[src/rtl/mpu_load_ctrl.sv]
// rtl/mpu_load_ctrl.sv - mem_load stream to row-major reg_load writes for the matrix register file
// Optional: define MPU_LOAD_ZERO_FILL_EN to zero the unloaded part of the MxN register after each load.
module mpu_load_ctrl #(
  parameter int M               = 4,
  parameter int N               = 4,
  parameter int FPBITS          = 31,
  parameter int MBITS           = 2,
  parameter int NBITS           = 2,
  parameter int MATRIX_REG_BITS = 3,
  parameter int LOAD_LAT        = 1
) (
  input  logic                       clk,
  input  logic                       rst,
  input  logic                       load_en,
  input  logic [MBITS:0]             mem_m_load_size,
  input  logic [NBITS:0]             mem_n_load_size,
  input  logic [MATRIX_REG_BITS:0]   mem_load_addr,
  input  logic [FPBITS:0]            mem_load_element,
  output logic                       mem_load_ack,
  output logic                       mem_load_error,
  output logic                       reg_load_en,
  output logic [MATRIX_REG_BITS:0]   reg_load_addr,
  output logic [FPBITS:0]            reg_load_element,
  output logic [MBITS:0]             reg_i_load_loc,
  output logic [NBITS:0]             reg_j_load_loc,
  output logic [MBITS:0]             reg_m_load_size,
  output logic [NBITS:0]             reg_n_load_size,
  output logic                       load_busy,
  output logic                       load_done
);

  localparam int ECW = $clog2(M * N + 1);

  localparam logic [2:0] S_IDLE  = 3'd0;
  localparam logic [2:0] S_WAIT  = 3'd1;
  localparam logic [2:0] S_XFER  = 3'd2;
  localparam logic [2:0] S_FIN   = 3'd3;
  localparam logic [2:0] S_ERR   = 3'd4;
`ifdef MPU_LOAD_ZERO_FILL_EN
  localparam logic [2:0] S_ZFILL = 3'd5;
`endif

  localparam logic [MBITS:0] M_L   = (MBITS + 1)'(M);
  localparam logic [NBITS:0] N_L   = (NBITS + 1)'(N);
  localparam logic [MBITS:0] M_ONE = (MBITS + 1)'(1);
  localparam logic [NBITS:0] N_ONE = (NBITS + 1)'(1);
  localparam logic [1:0]     W_END = 2'(LOAD_LAT);

  logic [2:0]     state;
  logic [1:0]     wait_cnt;
  logic [ECW-1:0] elem_cnt;
  logic [MBITS:0] i_cnt;
  logic [NBITS:0] j_cnt;
  logic           wait_release;
  logic [ECW-1:0] total;
  logic           bad_req;
  logic           last_j;

  assign total   = ECW'(reg_m_load_size) * ECW'(reg_n_load_size);
  assign last_j  = (j_cnt == reg_n_load_size - N_ONE);
  assign bad_req = (mem_m_load_size == '0) || (mem_n_load_size == '0) ||
                   (mem_m_load_size > M_L) || (mem_n_load_size > N_L);

  assign load_busy = (state != S_IDLE);
  assign load_done = (state == S_FIN);

`ifdef MPU_LOAD_ZERO_FILL_EN
  // Walk only the locations outside m x n: rows below m contribute columns n..N-1, the rest whole rows.
  logic [MBITS:0] zf_i_next;
  logic [NBITS:0] zf_j_next;
  logic           zf_last;
  logic           full_load;

  assign zf_last   = (i_cnt == M_L - M_ONE) && (j_cnt == N_L - N_ONE);
  assign full_load = (reg_m_load_size == M_L) && (reg_n_load_size == N_L);

  always_comb begin
    zf_i_next = i_cnt;
    zf_j_next = j_cnt + N_ONE;
    if (j_cnt == N_L - N_ONE) begin
      zf_i_next = i_cnt + M_ONE;
      zf_j_next = ((i_cnt + M_ONE) < reg_m_load_size) ? reg_n_load_size : '0;
    end
  end
`endif

  always_ff @(posedge clk or negedge rst) begin
    if (!rst) begin
      state            <= S_IDLE;
      wait_cnt         <= '0;
      elem_cnt         <= '0;
      i_cnt            <= '0;
      j_cnt            <= '0;
      wait_release     <= 1'b0;
      mem_load_ack     <= 1'b0;
      mem_load_error   <= 1'b0;
      reg_load_en      <= 1'b0;
      reg_load_addr    <= '0;
      reg_load_element <= '0;
      reg_i_load_loc   <= '0;
      reg_j_load_loc   <= '0;
      reg_m_load_size  <= '0;
      reg_n_load_size  <= '0;
    end else begin
      mem_load_error <= 1'b0;
      reg_load_en    <= 1'b0;
      // A completed load leaves load_en high; a new request needs it to drop first.
      if (!load_en) wait_release <= 1'b0;

      case (state)
        S_IDLE: begin
          if (load_en && !wait_release) begin
            reg_m_load_size <= mem_m_load_size;
            reg_n_load_size <= mem_n_load_size;
            reg_load_addr   <= mem_load_addr;
            wait_release    <= 1'b1;
            wait_cnt        <= '0;
            elem_cnt        <= '0;
            i_cnt           <= '0;
            j_cnt           <= '0;
            if (bad_req) begin
              state          <= S_ERR;
              mem_load_error <= 1'b1;
            end else begin
              state        <= S_WAIT;
              mem_load_ack <= 1'b1;
            end
          end
        end

        S_WAIT: begin
          if (!load_en) begin
            state        <= S_IDLE;
            mem_load_ack <= 1'b0;
          end else if (wait_cnt == W_END) begin
            state <= S_XFER;
          end else begin
            wait_cnt <= wait_cnt + 2'd1;
          end
        end

        S_XFER: begin
          if (!load_en) begin
            state        <= S_IDLE;
            mem_load_ack <= 1'b0;
          end else begin
            reg_load_en      <= 1'b1;
            reg_load_element <= mem_load_element;
            reg_i_load_loc   <= i_cnt;
            reg_j_load_loc   <= j_cnt;
            if (elem_cnt == total - ECW'(1)) begin
              mem_load_ack <= 1'b0;
`ifdef MPU_LOAD_ZERO_FILL_EN
              if (full_load) begin
                state <= S_FIN;
              end else begin
                state <= S_ZFILL;
                i_cnt <= (reg_n_load_size < N_L) ? '0 : reg_m_load_size;
                j_cnt <= (reg_n_load_size < N_L) ? reg_n_load_size : '0;
              end
`else
              state <= S_FIN;
`endif
            end else begin
              elem_cnt <= elem_cnt + ECW'(1);
              if (last_j) begin
                j_cnt <= '0;
                i_cnt <= i_cnt + M_ONE;
              end else begin
                j_cnt <= j_cnt + N_ONE;
              end
            end
          end
        end

`ifdef MPU_LOAD_ZERO_FILL_EN
        S_ZFILL: begin
          reg_load_en      <= 1'b1;
          reg_load_element <= '0;
          reg_i_load_loc   <= i_cnt;
          reg_j_load_loc   <= j_cnt;
          if (zf_last) begin
            state <= S_FIN;
          end else begin
            i_cnt <= zf_i_next;
            j_cnt <= zf_j_next;
          end
        end
`endif

        S_FIN: state <= S_IDLE;

        S_ERR: begin
          if (!load_en) state <= S_IDLE;
        end

        default: state <= S_IDLE;
      endcase
    end
  end

endmodule

[config.mk]
export PLATFORM = sky130hd
export DESIGN_NAME = mpu_load_ctrl
export DESIGN_NICKNAME = d
export VERILOG_FILES = /design/src/rtl/mpu_load_ctrl.sv
export SDC_FILE = /design/constraint.sdc
export NUM_CORES = 1
export LEC_CHECK = 0
export CAP_MARGIN = 20
export CORE_MARGIN = 1
export CORE_UTILIZATION = 47
export CTS_CLUSTER_DIAMETER = 30
export CTS_CLUSTER_SIZE = 20
export DETAILED_ROUTE_END_ITERATION = 16
export PLACE_DENSITY = 0.8
export SETUP_SLACK_MARGIN = 0.5
export SLEW_MARGIN = 30
export SYNTH_ARGS = -nofsm -noshare
export SYNTH_HDL_FRONTEND = slang
export SYNTH_SLANG_ARGS = --single-unit
[constraint.sdc]
create_clock -name clk -period 4.4 [get_ports clk]
set_clock_uncertainty 0.05 [all_clocks]
set_input_delay 0.66 -clock clk [delete_from_list [all_inputs] [get_ports clk]]
set_output_delay 0.66 -clock clk [all_outputs]
set_load 0.005 [all_outputs]
Word-level counts from Yosys, hierarchy flattened
Cells that the tools add are included.
Operators by class
  divide/modulo/power cells: 0
  multiply operators: 1
  shifts and indexed selects: 0
  bitwise operators: 0
  equality and inequality tests: 18
  $add $sub $neg: 6
  multiplexer cells: 39
  order comparisons: 2
  reduce and logical (&&, ||, !) cells: 19
Operators by type and width (number)
  3-bit two-way mux: 14
  2-bit != test (second input constant): 9
  5-bit two-way mux: 3
  1-bit two-way mux: 13
  3-bit case mux with 2 select lines: 2
  3-bit case mux with 4 select lines: 1
  4-bit AND reduction: 3
  5-bit case mux with 2 select lines: 1
  5-bit AND reduction: 2
  3-bit zero test: 3
  3-bit by 1-bit adder with 3-bit output (second input constant): 2
  3-bit by 2-bit == test with 1-bit output (second input constant): 2
  3-bit greater-than comparator (second input constant): 2
  2-bit two-way mux: 3
  3-bit != test (second input constant): 2
  3-bit nonzero test: 2
  5-bit by 1-bit adder with 5-bit output (second input constant): 1
  5-bit == test: 1
  3-bit by 3-bit multiplier with 5-bit output: 1
  5-bit by 1-bit subtractor with 5-bit output (second input constant): 1
  2-bit case mux with 2 select lines: 1
  2-bit AND reduction: 2
  2-bit nonzero test: 2
  3-bit by 1-bit == test with 1-bit output (second input constant): 1
  9 further kinds: 11
Word-level totals
  latch bits: 0
  output and inout bits: 53
  memories kept: 0
  memory bits (read-only): 0
  register bits after elaboration: 68
  logic and storage cells: 100
  RAM bits: 0

Depth between registers and ports, before layout
Gate-level depths: netlist of the first run.
  word-level depth: 7
  gate-level depth with buffers: 12

Worst setup path before layout of the first run
No wires, ideal clock.
  kind: register to register
  start: register reg_n_load_size[2]
  end: register i_cnt[0]
  arrival time: 3018 ps
  clock period less this slack: 3196 ps
  required time: 4222 ps
  library setup time: 128 ps
  path buffers: 0
  slack: 1204 ps
  cell stages (with the launch flop): 12
  path through: dfrtp_1 nand2_1 ha_1 fa_1 inv_1 fa_1 xor2_1 a2111oi_4 nand2_1 o21ai_1 nand2b_1 mux2_1
Between the ends
  cells in the longest elaborated chain, start to end: 5
  elaborated cells on any way between the ends: 8
  those cells by class: add/sub: 2; mul: 1; eq/ne: 4; reduce/logical: 1
RTL lines
  start, declared: RTL line 27  | output logic [NBITS:0] reg_n_load_size,
  start signal, assigned: RTL line 114  | reg_n_load_size <= mem_n_load_size;
  3-bit by 3-bit multiplier with 5-bit output: RTL line 59  | assign total = ECW'(reg_m_load_size) * ECW'(reg_n_load_size);
  5-bit by 1-bit subtractor with 5-bit output: RTL line 151  | if (elem_cnt == total - ECW'(1)) begin
  5-bit == test: RTL line 151
  2-bit != test (no line)
  5-bit AND reduction (no line) *
  end signal, assigned: RTL line 168  | i_cnt <= i_cnt + M_ONE;
  end, declared: RTL line 52  | logic [MBITS:0] i_cnt;
Every way passes the cells marked *; elsewhere a longest branch is shown, timed or not.
A chain may end at the register's enable or synchronous reset.

Worst setup path in the final report of the first run
Ends and elaborated chain as after synthesis.

==> results.cfg, run 1 <==
[run_status]
outcome = finished, final reports clean

[sta]
slew_viol_final = 0
fin_tns_setup_ns = 0
fin_crit_ns = 3.531
period_share = 0.8026
rsz0062_at_grt = no
finalSetupViolations = 0
maxSlewHeadroom = 0.4948
worst_pin_slew_ns = 0.7577
hold_viol_final = 0
fmax_mhz = 283.2

[clocking]
cts_buffer_depth = 2
hold_buffers = 0
numCtsBuffers = 9
cts_setup_buffers = 0
cts_root_buf = clkbuf_8
cts_tree = built
clk_pin_slew_ns = 0.08
worstSkewPairLatency_ns = 0.34
ctsResizeCount = 0
clock_sinks = 68
cts_max_level = 3

[yosys]
yosys-top-cells-area = dfrtp_1 52%, mux2_1 15%, ha_1 4.6%, nand2_1 2.5%, xor2_1 2.2%
avgSynthCellArea_um2 = 12.52
synthArstFlopShare = 1.000
synthFlopType = dfrtp_1
synth_cell_types = 46
muxShareOfSynthArea = 0.1779
synth-seq-area-share = 0.5247
synth_common_cells = 68 x dfrtp_1, 44 x mux2_1, 22 x nand2_1, 14 x nor2_1, 12 x ha_1
synthSimpleGateAreaFrac = 0.08719
mappedNetlistArea_um2 = 3243
synth_compound_area_frac = 0.08218
yosysMostFrequentCell = dfrtp_1
synth_top_family_by_area = multiplexers
synth_edf_count = 0
synth-seq-cells = 68
synth_nets = 318
synth_top_area_frac = 0.5247
synth-adder-area-share = 0.05864
syn_inst = 259
yosys.area_share.xor_xnor = 0.03858
synth.largest_area_cell = dfrtp_1
yosys_warnings = 0

[setup_path]
crit_path_end_kind = flip-flop
arrival_ns = 3.71
crit_buf_inv = 2
crit_required_ns = 4.58
crit_family = adder cells
cpMaxStageDelayCell = fa_1
crit_chain = nand2_1 -> ha_1 -> fa_1 -> inv_1 -> fa_1 -> xor2_1 -> a2111oi_4 -> nand2_1 -> o21ai_1 -> buf_4 -> nand2b_1 -> mux2_1
cp_max_fo = 11
cp-start-kind = flip-flop
slowest_delay_ns = 0.50
critPathKind = flip-flop to flip-flop

[place]
dpl.hpwl_mm = 4.948
place_congestion = 0.8105
dpl_cell_area_um2 = 4314
portBuffers = 97

[grt]
grt_antenna_before_repair = 0
grt_max_degree = 37
grtUsageTotal = 0.1923
overflow = 0
grt_pass1_wl_mm = 10.85
grt_pass1_vias = 2285

[floorplan]
fp.dieH_um = 85.07
core_um2 = 6495
rows = 29
start_util = 0.4993
dieWidth_um = 85.07
pin_count = 98
die-area_um2 = 7236

[layout]
syn_to_final_growth_pct = 39.89
design_area_um2 = 4537
diodes = 0
nets = 420
drive_gt1_frac = 0.09290
utilization = 0.6985

[drt]
wl_met3_um = 573
vias = 2355
dr.pass1.iters = 4
viasPerCell = 5.316
drc = 0
top_layer = met4
wl_per_cell_um = 14.86
drt_iter0_markers = 114
drt-met1-wl_mm = 2.930
routed_wl_mm = 6.581
routed-wl-met2_mm = 3.007
ant_nets = 0

[flow_run]
max_cap_viol_count = 0

[pwr]
p_leak_nw = 2.115
p_per_area_nw_per_um2 = 470.1
peakVddDrop_v = 0.0002608
finalPower_w = 0.002133

[min_path]
hold_class = primary input to asynchronous set/reset pin
==> metrics by stage <==
stage / hold WS (ns) / setup WS, ns / std cells
after detailed placement: 0.4237 / 0.8585 / 427
after global routing: 0.3724 / 0.6783 / 443
after floorplan: 0.3144 / 1.204 / 259
after global placement: 0.4162 / 0.9608 / 426
after CTS: 0.3427 / 0.8529 / 443
final: 0.3296 / 0.8687 / 443
==> path summary, 6_finish.rpt <==
| kind | start | cells after the start | slack [ns] | to |
|---|---|---|---|---|
| max | reg_n_load_size[2] | 12 | 0.87 | i_cnt[0] |
| min | rst | 1 | 0.33 | reg_load_element[4] |
| max reg2reg | reg_n_load_size[2] | 12 | 0.87 | i_cnt[0] |
| min reg2reg | reg_load_element[24] | 1 | 0.43 | reg_load_element[24] |
| max in group asynchronous | rst | 2 | 3.05 | reg_load_addr[1] |
| min in group clk | reg_load_element[24] | 1 | 0.43 | reg_load_element[24] |
==> cell usage in the layout, fill, tap and decap left out, types with 3 or more instances in the layout <==
master / instances
mux2_1: 44
inv_1: 11
clkdlybuf4s50_1: 96
and2_1: 3
mux2_2: 5
clkbuf_8: 9
o21ai_0: 6
o21ai_1: 6
nand2_1: 22
nor3_1: 3
buf_4: 3
xor2_1: 8
a211o_1: 4
dfrtp_1: 68
nor2_1: 13
ha_1: 12
a21oi_1: 5
==> flip-flops by register name, indices dropped and copies added (netlist names) <==
signal	cells
reg_load_element	32
elem_cnt	5
reg_load_addr	4
i_cnt	3
j_cnt	3
reg_i_load_loc	3
reg_j_load_loc	3
reg_m_load_size	3
reg_n_load_size	3
state	3
wait_cnt	2
mem_load_ack	1
mem_load_error	1
reg_load_en	1
wait_release	1
==> report_power, final <==
| part | internal (W) | switching (W) |
|---|---|---|
| Clock | 0.000322 | 0.000248 |
| Combinational | 0.000441 | 0.000315 |
| Sequential | 0.000729 | 0.0000781 |
| Total | 0.00149 | 0.000642 |
==> layout make-up <==
type                       count  area, µm²
clock buffer                   9      123.9
clock inverter                 7      98.84
tap                           77      96.34
inverter                      12      45.04
fill                         468       1958
sequential                    68       1702
multi-input combinational    169       1455
timing repair buffer         101       1016
==> metal layers <==
| metal | vias up | global-route usage |
|---|---|---|
| met1 | 1120 | 0.2559 |
| met4 | 0 | 0.06934 |
| li1 | 1125 | - |
| met2 | 103 | 0.2896 |
| met3 | 7 | 0.07101 |
| met5 | - | 0 |
==> kinds of logic (layout without fill, tap and decap cells) <==
group,count (synthesis),in the layout
DFF,68,68
and+or+nand+nor,56,56
muxes,51,51
AOI/OAI and AO/OA,37,37
buffers and inverters,22,129
adders and majority gates,14,14
xor gates and xnor gates,11,11
(Power assumes the default switching activity.)
==> run 2: changes to the inputs <==
Clock period 4.4 ns to 3.5 ns, I/O delays scaled along.
==> run 2 against run 1 <==
  * Utilization grew 1.8 points
  * Register-to-register slack lost 0.57 ns
  * Clock power is essentially flat
  * First-iteration DRC count shrank 47%
  * Worst hold slack lost 0.11 ns
  * Non-clock buffer count grew 13
  * Total power grew 28%
  * Critical path type unchanged
  * Largest cell class unchanged
  * Highest routed layer unchanged
==> results.cfg, run 2 (synthesis results as in run 1) <==
[run_status]
outcome = finished, final reports clean

[setup_path]
timing.rr.start = reg_m_load_size[0]
crit_required_ns = 3.67
crit_chain = nand2_1 -> ha_1 -> fa_1 -> inv_2 -> fa_2 -> xor2_2 -> a2111oi_4 -> a211o_2 -> buf_4 -> nor2_4 -> mux2_2
critPathLaunch = reg_m_load_size[0]
r2r_setup_slack_ns = 0.30
cpMaxStageDelayCell = fa_2
crit_path_end_kind = flip-flop
cp-start-kind = flip-flop
rr_worst_depth = 11
cp.depth = 11
cp-endpoint = j_cnt[0]
timing.rr.end = j_cnt[0]
critPathKind = flip-flop to flip-flop
slowest_delay_ns = 0.55
arrival_ns = 3.37
cp_max_fo = 7
crit_family = adder cells
crit_buf_inv = 2

[sta]
fin_crit_ns = 3.201
fmax_mhz = 312.4
worst_pin_slew_ns = 0.7841
fin_tns_setup_ns = 0
hold_viol_final = 0
slew_viol_final = 0
maxSlewHeadroom = 0.4773
finalSetupViolations = 0
holdWs_ns = 0.2188
rsz0062_at_grt = yes
period_share = 0.9146

[clocking]
cts_tree = built
clk_pin_slew_ns = 0.08
cts_buffer_depth = 2
cts_root_buf = clkbuf_8
numCtsBuffers = 9
cts_max_level = 3
clock_sinks = 68
worstSkewPairLatency_ns = 0.33

[layout]
nets = 433
diodes = 0
design_area_um2 = 4652
largest_reg_flops = 32
reg.largest.list = reg_load_element (32), elem_cnt (5), reg_load_addr (4)
layout_commonest_cell = clkdlybuf4s50_1
drive_gt1_frac = 0.1609
syn_to_final_growth_pct = 43.44
final_cell_mix = 96 x clkdlybuf4s50_1, 68 x dfrtp_1, 43 x mux2_1, 21 x nand2_1, 14 x buf_4
largest_register = reg_load_element

[floorplan]
die-area_um2 = 7236
rows = 29
pin_count = 98
start_util = 0.4993
core_um2 = 6495
fp.dieH_um = 85.07
dieWidth_um = 85.07

[drt]
dr.pass1.iters = 6
routed_wl_mm = 7.053
wl_per_cell_um = 15.47
top_layer = met4
vias = 2452
viasPerCell = 5.377
ant_nets = 0
drt-met1-wl_mm = 2.980
drt_iter0_markers = 60
wl_met3_um = 539
routed-wl-met2_mm = 3.397
drc = 0

[pwr]
p_sw_w = 0.0008821
p_leak_nw = 2.182
peakVddDrop_v = 0.0003791
p_per_area_nw_per_um2 = 588.8
seq_power_share = 0.366
p_clk_frac = 0.208
power.share.switching = 0.3220
p_comb_frac = 0.426
p_int_w = 0.001857
finalPower_w = 0.002739

[place]
place_congestion = 0.8240
portBuffers = 97
dpl.hpwl_mm = 5.040
dpl_cell_area_um2 = 4339

[grt]
grtUsageTotal = 0.2084
overflow = 0
grt_max_degree = 40
grt_antenna_before_repair = 0
grt_pass1_vias = 2542
grt_pass1_wl_mm = 11.80

[min_path]
hold_class = primary input to asynchronous set/reset pin

[flow_run]
max_cap_viol_count = 0
[run 2: final cells by class]
class | instances | area, µm²
repair buffers | 114 | 1105
clock inverters | 6 | 38.79
well taps | 77 | 96.34
flip-flops and latches | 68 | 1702
fillers | 469 | 1843
inverters | 12 | 45.04
multi-input cells | 169 | 1528
clock buffers | 10 | 137.6
[run 2: how the worst min path moves through the flow]
stage	from	end	slack, ns	cells after the start
2_1_floorplan	rst	elem_cnt[0]	0.18	0
3_3_place_gp	reg_load_element[15]	reg_load_element[15]	0.42	1
3_5_place_dp	reg_load_element[18]	reg_load_element[18]	0.42	1
4_1_cts	rst	reg_load_element[15]	0.24	1
5_1_grt	rst	reg_load_element[4]	0.27	1
6_report	rst	reg_load_element[4]	0.22	1
[run 2: per-stage QoR]
step / setup WS, ns / utilization / std cells
global placement: 0.1993 / 0.6681 / 430
global route: 0.1911 / 0.7162 / 456
detailed placement: 0.07202 / 0.6681 / 430
floorplan: 0.3719 / - / 259
CTS: 0.3059 / 0.7122 / 455
finish: 0.2988 / 0.7162 / 456
[run 2: power groups by stage]
stage | clock [W] | sequential [W] | combinational (W)
floorplan | 0 | 0.00102 | 0.000548
global placement | 0 | 0.00102 | 0.000969
detailed placement | 0 | 0.00102 | 0.00101
CTS | 0.000586 | 0.00100 | 0.00109
global route | 0.000624 | 0.00102 | 0.00126
finish | 0.000571 | 0.00100 | 0.00117
[run 2: repair_timing]
item,CTS,global route
gates resized for setup,11,3
pin swaps,5,1
hold buffers,0,0
setup buffers,8,1
cloned,1,0
endpoints found under the setup margin,13,13
[run 2: layer usage]
layer  GRT usage  vias up
met5           0        -
met2      0.3504      110
met1      0.2573     1179
li1            -     1143
met4     0.09399        0
met3     0.04767       20
